==> config.mk <==
export PLATFORM = sky130hd
export DESIGN_NAME = seg7_scan
export DESIGN_NICKNAME = d
export VERILOG_FILES = /design/src/rtl/seg7_pkg.sv /design/src/rtl/seg7_scan_bcd_to_seg7.sv /design/src/rtl/seg7_scan.sv
export SDC_FILE = /design/constraint.sdc
export NUM_CORES = 1
export LEC_CHECK = 0
export CORE_UTILIZATION = 46
export CTS_CLUSTER_SIZE = 28
export DETAILED_ROUTE_END_ITERATION = 8
export PLACE_DENSITY = 0.72
export REMOVE_ABC_BUFFERS = 1
export SLEW_MARGIN = 20
export SYNTH_ARGS = -nofsm -noshare
export SYNTH_HDL_FRONTEND = slang
export SYNTH_SLANG_ARGS = --single-unit
==> constraint.sdc <==
create_clock -name clk -period 3.02 [get_ports clk]
set_input_delay 0.604 -clock clk [delete_from_list [all_inputs] [get_ports clk]]
set_output_delay 0.604 -clock clk [all_outputs]
set_load 0.01 [all_outputs]
==> src/rtl/seg7_pkg.sv <==
// seg7_pkg: shared constants and types for the stopwatch 7-segment scanner.
// Segment patterns are active-low, ordered {g,f,e,d,c,b,a}.
package seg7_pkg;

    localparam int NUM_DIGITS = 4;

    // Scan position; also the only state machine in the display path.
    typedef enum logic [1:0] {
        D0 = 2'd0,
        D1 = 2'd1,
        D2 = 2'd2,
        D3 = 2'd3
    } digit_idx_t;

    localparam logic [6:0] SEG_0     = 7'b1000000;
    localparam logic [6:0] SEG_1     = 7'b1111001;
    localparam logic [6:0] SEG_2     = 7'b0100100;
    localparam logic [6:0] SEG_3     = 7'b0110000;
    localparam logic [6:0] SEG_4     = 7'b0011001;
    localparam logic [6:0] SEG_5     = 7'b0010010;
    localparam logic [6:0] SEG_6     = 7'b0000010;
    localparam logic [6:0] SEG_7     = 7'b1111000;
    localparam logic [6:0] SEG_8     = 7'b0000000;
    localparam logic [6:0] SEG_9     = 7'b0010000;
    localparam logic [6:0] SEG_BLANK = 7'h7F;
    localparam logic [6:0] SEG_DASH  = 7'b0111111;

    localparam logic [NUM_DIGITS-1:0] AN_OFF = '1;

    // Active-low one-hot anode select for a scan position.
    function automatic logic [NUM_DIGITS-1:0] anode_of(
        input digit_idx_t i_idx
    );
        logic [NUM_DIGITS-1:0] w_one;
        w_one = NUM_DIGITS'(1);
        return ~(w_one << i_idx);
    endfunction

endpackage

==> src/rtl/seg7_scan_bcd_to_seg7.sv <==
// bcd_to_seg7: combinational BCD to active-low 7-segment decoder.
// Codes 10..15 are not BCD and render as a single dash.
module bcd_to_seg7
    import seg7_pkg::*;
(
    input  logic [3:0] i_bcd,
    output logic [6:0] o_seg
);

    // Pattern lookup; anything outside 0..9 shows a dash.
    always_comb begin
        o_seg = SEG_DASH;
        unique case (i_bcd)
            4'd0:    o_seg = SEG_0;
            4'd1:    o_seg = SEG_1;
            4'd2:    o_seg = SEG_2;
            4'd3:    o_seg = SEG_3;
            4'd4:    o_seg = SEG_4;
            4'd5:    o_seg = SEG_5;
            4'd6:    o_seg = SEG_6;
            4'd7:    o_seg = SEG_7;
            4'd8:    o_seg = SEG_8;
            4'd9:    o_seg = SEG_9;
            default: o_seg = SEG_DASH;
        endcase
    end

endmodule

==> src/rtl/seg7_scan.sv <==
// seg7_scan: 4-digit common-anode multiplexed display driver.
// Optional build macro: SEG7_LEADING_ZERO_BLANK_EN blanks leading zeros.
module seg7_scan
    import seg7_pkg::*;
#(
    parameter int REFRESH_DIV = 50000
) (
    input  logic                    clk,
    input  logic                    reset,
    input  logic                    enable,
    input  logic [15:0]             digits,
    input  logic [NUM_DIGITS-1:0]   dp_mask,
    output logic [NUM_DIGITS-1:0]   an,
    output logic [6:0]              seg,
    output logic                    dp,
    output logic                    frame_tick
);

    localparam int PW = (REFRESH_DIV > 2) ? $clog2(REFRESH_DIV) : 1;
    localparam logic [PW-1:0] P_LAST = PW'(REFRESH_DIV - 1);

    logic [PW-1:0]           r_pcnt;
    digit_idx_t              r_idx;
    logic                    r_en_d;
    logic [15:0]             r_snap_d;
    logic [NUM_DIGITS-1:0]   r_snap_dp;
    logic [NUM_DIGITS-1:0]   r_an;
    logic [6:0]              r_seg;
    logic                    r_dp;
    logic                    r_tick;

    logic                    w_term;
    logic                    w_wrap;
    logic                    w_first;
    logic                    w_snap;
    logic [3:0]              w_nib;
    logic                    w_dp_bit;
    logic [6:0]              w_dec;
    logic                    w_hide;

    assign w_term = enable && (r_pcnt == P_LAST);
    assign w_wrap = w_term && (r_idx == D3);

    // A scan that starts (or restarts) exactly at the frame origin must
    // snapshot there; in steady state the wrap edge already did it.
    assign w_first = enable && !r_en_d
                   && (r_idx == D0)
                   && (r_pcnt == '0);

    assign w_snap = w_wrap || w_first;

    // Select the snapshot nibble and dp request for the lit digit.
    always_comb begin
        w_nib = r_snap_d[3:0];
        unique case (r_idx)
            D0: w_nib = r_snap_d[3:0];
            D1: w_nib = r_snap_d[7:4];
            D2: w_nib = r_snap_d[11:8];
            D3: w_nib = r_snap_d[15:12];
        endcase
    end

    assign w_dp_bit = r_snap_dp[r_idx];

    bcd_to_seg7 u_dec (
        .i_bcd (w_nib),
        .o_seg (w_dec)
    );

`ifdef SEG7_LEADING_ZERO_BLANK_EN
    logic [NUM_DIGITS-1:0] w_blank;

    // A digit is blank while it and all higher digits are plain zeros.
    always_comb begin
        w_blank    = '0;
        w_blank[3] = (r_snap_d[15:12] == 4'd0) && !r_snap_dp[3];
        w_blank[2] = w_blank[3]
                   && (r_snap_d[11:8] == 4'd0) && !r_snap_dp[2];
        w_blank[1] = w_blank[2]
                   && (r_snap_d[7:4] == 4'd0) && !r_snap_dp[1];
        w_blank[0] = 1'b0;
    end

    assign w_hide = w_blank[r_idx];
`else
    assign w_hide = 1'b0;
`endif

    // Prescaler and digit-index scan; both freeze while disabled.
    always_ff @(posedge clk or posedge reset) begin
        if (reset) begin
            r_pcnt <= '0;
            r_idx  <= D0;
        end else if (w_term) begin
            r_pcnt <= '0;
            unique case (r_idx)
                D0: r_idx <= D1;
                D1: r_idx <= D2;
                D2: r_idx <= D3;
                D3: r_idx <= D0;
            endcase
        end else if (enable) begin
            r_pcnt <= r_pcnt + PW'(1);
        end
    end

    // Remember whether the previous edge was scanning.
    always_ff @(posedge clk or posedge reset) begin
        if (reset) begin
            r_en_d <= 1'b0;
        end else begin
            r_en_d <= enable;
        end
    end

    // Frame snapshot so a counter update never tears a frame.
    always_ff @(posedge clk or posedge reset) begin
        if (reset) begin
            r_snap_d  <= '0;
            r_snap_dp <= '0;
            r_tick    <= 1'b0;
        end else begin
            r_tick <= w_snap;
            if (w_snap) begin
                r_snap_d  <= digits;
                r_snap_dp <= dp_mask;
            end
        end
    end

    // Registered display drive, one cycle behind the scan index.
    always_ff @(posedge clk or posedge reset) begin
        if (reset) begin
            r_an  <= AN_OFF;
            r_seg <= SEG_BLANK;
            r_dp  <= 1'b1;
        end else if (enable) begin
            r_an  <= anode_of(r_idx);
            r_seg <= w_hide ? SEG_BLANK : w_dec;
            r_dp  <= w_hide ? 1'b1 : ~w_dp_bit;
        end else begin
            r_an  <= AN_OFF;
            r_seg <= SEG_BLANK;
            r_dp  <= 1'b1;
        end
    end

    assign an         = r_an;
    assign seg        = r_seg;
    assign dp         = r_dp;
    assign frame_tick = r_tick;

endmodule

==> results.ini <==
[hold_path]
min_to=r_pcnt[11]$_DFFE_PP0P_
min_from=r_pcnt[11]$_DFFE_PP0P_
hold_class=flop to flop
min_path_cells=1

[power_and_ir_drop]
ir_worst_vdd_mv=0.257
powerDensity_nw_per_um2=449
leakage_nw=1.33

[logic_synthesis]
syn_avg_cell_area_sq_um=11.8
netlist_area_sq_um=2470
yosysWarnings=0
synth_edf_count=0
synth_top_flop_cell=dfrtp_1
yosysUniqueCellTypes=40
async_flop_share_pct=100
yosysSeqAreaShare_pct=53.3
ys_ff_latch=52
syn_inst=209

[routing]
ant_nets=0
num_vias=1691
wl_per_cell_microns=13.8
drt_iter0_drc=137
routed_via_density=5.28
wl_microns=4410
drc_errors=0
first_pass_iters=4

[clock_tree]
cts_setup_buffers=0
h-tree-depth=2
cts_buffer_depth=2
cts_root_buf=clkbuf_8
cts.reportedPaths.clkPinSlew_ns=0.10
postCtsHoldBufs=0
insertion_delay_ns=0.31
numClockSinks=52
cts_resized=0
cts_tree=done
numCtsBuffers=5

[place]
dp_hpwl_microns=3190
place.gp.congestion=0.806
portBuffers=35

[sta]
fin_tns_setup_ns=0
setup_viol=0
worst_hold_slack_ns=0.503
tightestPinTransition_ns=0.792
final.min_clock_period_ns=2.58
finalHoldViolations=0
max_slew_margin_pct=45.7
rsz0062_at_grt=no
finalCritPeriodShare_pct=85.4
skew_ns=0.0108
max_clock_freq_ghz=0.388
slew_viol_final=0

[setup_path]
required_ns=3.22
path_class=flop to flop
rr_endpoint=r_snap_d[7]$_DFFE_PP0P_
rrSetupSlack_ns=0.44
cp.arrival_ns=2.78
worstRegToRegCells=7
timing.rr.start=r_pcnt[0]$_DFFE_PP0P_
start_kind=flop
worst-path-max-fanout=20
end_kind=flop

[global_route]
grt_antenna_before_repair=0
track_usage_pct=17.1
first_global_vias=1611
grt_pass1_wl_microns=7280
grt_overflow=0
grt_max_degree=28

[finish]
syn2layout_area_growth_pct=22.7
fillers=469
layout.cells.most_common=dfrtp_1
diodes=0
layout-drive-gt1-share_pct=22.0
nNetsFinal=281
final_cell_mix=dfrtp_1, clkdlybuf4s50_1, mux2_2

[die]
dieWidth_microns=75.2
dieArea_sq_um=5660
start_util_pct=48.0
top_level_ports=36
die_h_microns=75.2
core_area_sq_um=5140
core.rowCount=26

[job]
maxCapViolations=0

[run_status]
status=completed

## layer usage
metal | share of wire (%) | global-route usage (%) | routed length, microns
met5 | 0 | 0 | 0
met4 | 1.0 | 4.94 | 46
met3 | 3.0 | 4.15 | 132
met2 | 48 | 26.9 | 2120
met1 | 48 | 23.5 | 2110
## kinds of logic after synthesis
logic type	after synthesis	share of synthesized area [%]
AO/OA/AOI/OAI	25	7.15
XOR/XNOR	12	4.26
adder cells (fa/ha/maj)	9	4.56
buffers and inverters	22	4.01
flip-flops	52	53.3
multiplexers	29	13.4
AND/OR/NAND/NOR	60	13.3
## cell usage after synthesis, types with 4 or more instances
master / count / share of area [%]
dfrtp_1: 40 / 41
o21ai_0: 9 / 1.8
nand2_1: 13 / 2.0
ha_1: 9 / 4.6
a222oi_1: 4 / 1.6
dfstp_2: 12 / 13
mux2i_1: 6 / 2.4
clkbuf_1: 5 / 0.76
xor2_1: 7 / 2.5
inv_1: 13 / 2.0
and3_1: 4 / 1.0
mux2_2: 22 / 10
nand3_1: 7 / 1.4
nand4_1: 6 / 1.5
xnor2_1: 5 / 1.8
nor2_1: 11 / 1.7
## critical path, stage by stage, from the launching register on
cell,delay (ns)
dfrtp_1,0.42
inv_1,0.12
ha_1,0.19
or4b_1,0.42
or4_1,0.42
o32ai_2,0.34
buf_12,0.21
mux2_2,0.35
## sequential cells by signal (all words and copies together), names as in the netlist
register    cells
seg             7
an              4
r_snap_dp       4
r_pcnt         16
frame_tick      1
dp              1
r_snap_d       16
r_idx           2
r_en_d          1
## where the power goes
group	total (mW)	internal, mW	switching (mW)
sequential	0.784	0.739	0.0451
combinational	0.167	0.0827	0.0842
clock	0.407	0.169	0.238
## cell type report
| cell class | count | area (sq um) | area share (%) |
|---|---|---|---|
| clock buffers | 5 | 68.8 | 2.27 |
| clock inverters | 3 | 26.3 | 0.868 |
| inverters | 13 | 48.8 | 1.61 |
| multi-input cells | 135 | 1050 | 34.8 |
| flip-flops and latches | 52 | 1320 | 43.5 |
| well taps | 70 | 87.6 | 2.89 |
| repair buffers | 42 | 428 | 14.1 |
## stage by stage
step	setup WS, ns	area [sq um]	util (%)	instances	total power [mW]
floorplan	0.0700	2420	-	200	0.884
global placement	0.331	2930	57.1	312	0.963
detailed placement	0.302	2930	57.1	312	0.962
CTS	0.449	3030	58.9	320	1.37
global route	0.298	3030	58.9	320	1.42
finish	0.441	3030	58.9	320	1.36
## worst max path at each step
stage / slack (ns) / from / to / cells past startpoint
6_report: 0.44 / r_pcnt[0]$_DFFE_PP0P_ / r_snap_d[7]$_DFFE_PP0P_ / 7
5_1_grt: 0.30 / r_idx[0]$_DFFE_PP0P_ / seg[0]$_DFF_PP1_ / 6
2_1_floorplan: 0.07 / r_pcnt[0]$_DFFE_PP0P_ / r_snap_d[0]$_DFFE_PP0P_ / 6
3_5_place_dp: 0.30 / enable / r_snap_d[3]$_DFFE_PP0P_ / 6
4_1_cts: 0.45 / r_pcnt[0]$_DFFE_PP0P_ / r_snap_d[3]$_DFFE_PP0P_ / 7
3_3_place_gp: 0.33 / enable / r_snap_dp[3]$_DFFE_PP0P_ / 6
Note: power is estimated with default switching activity, not from simulation.
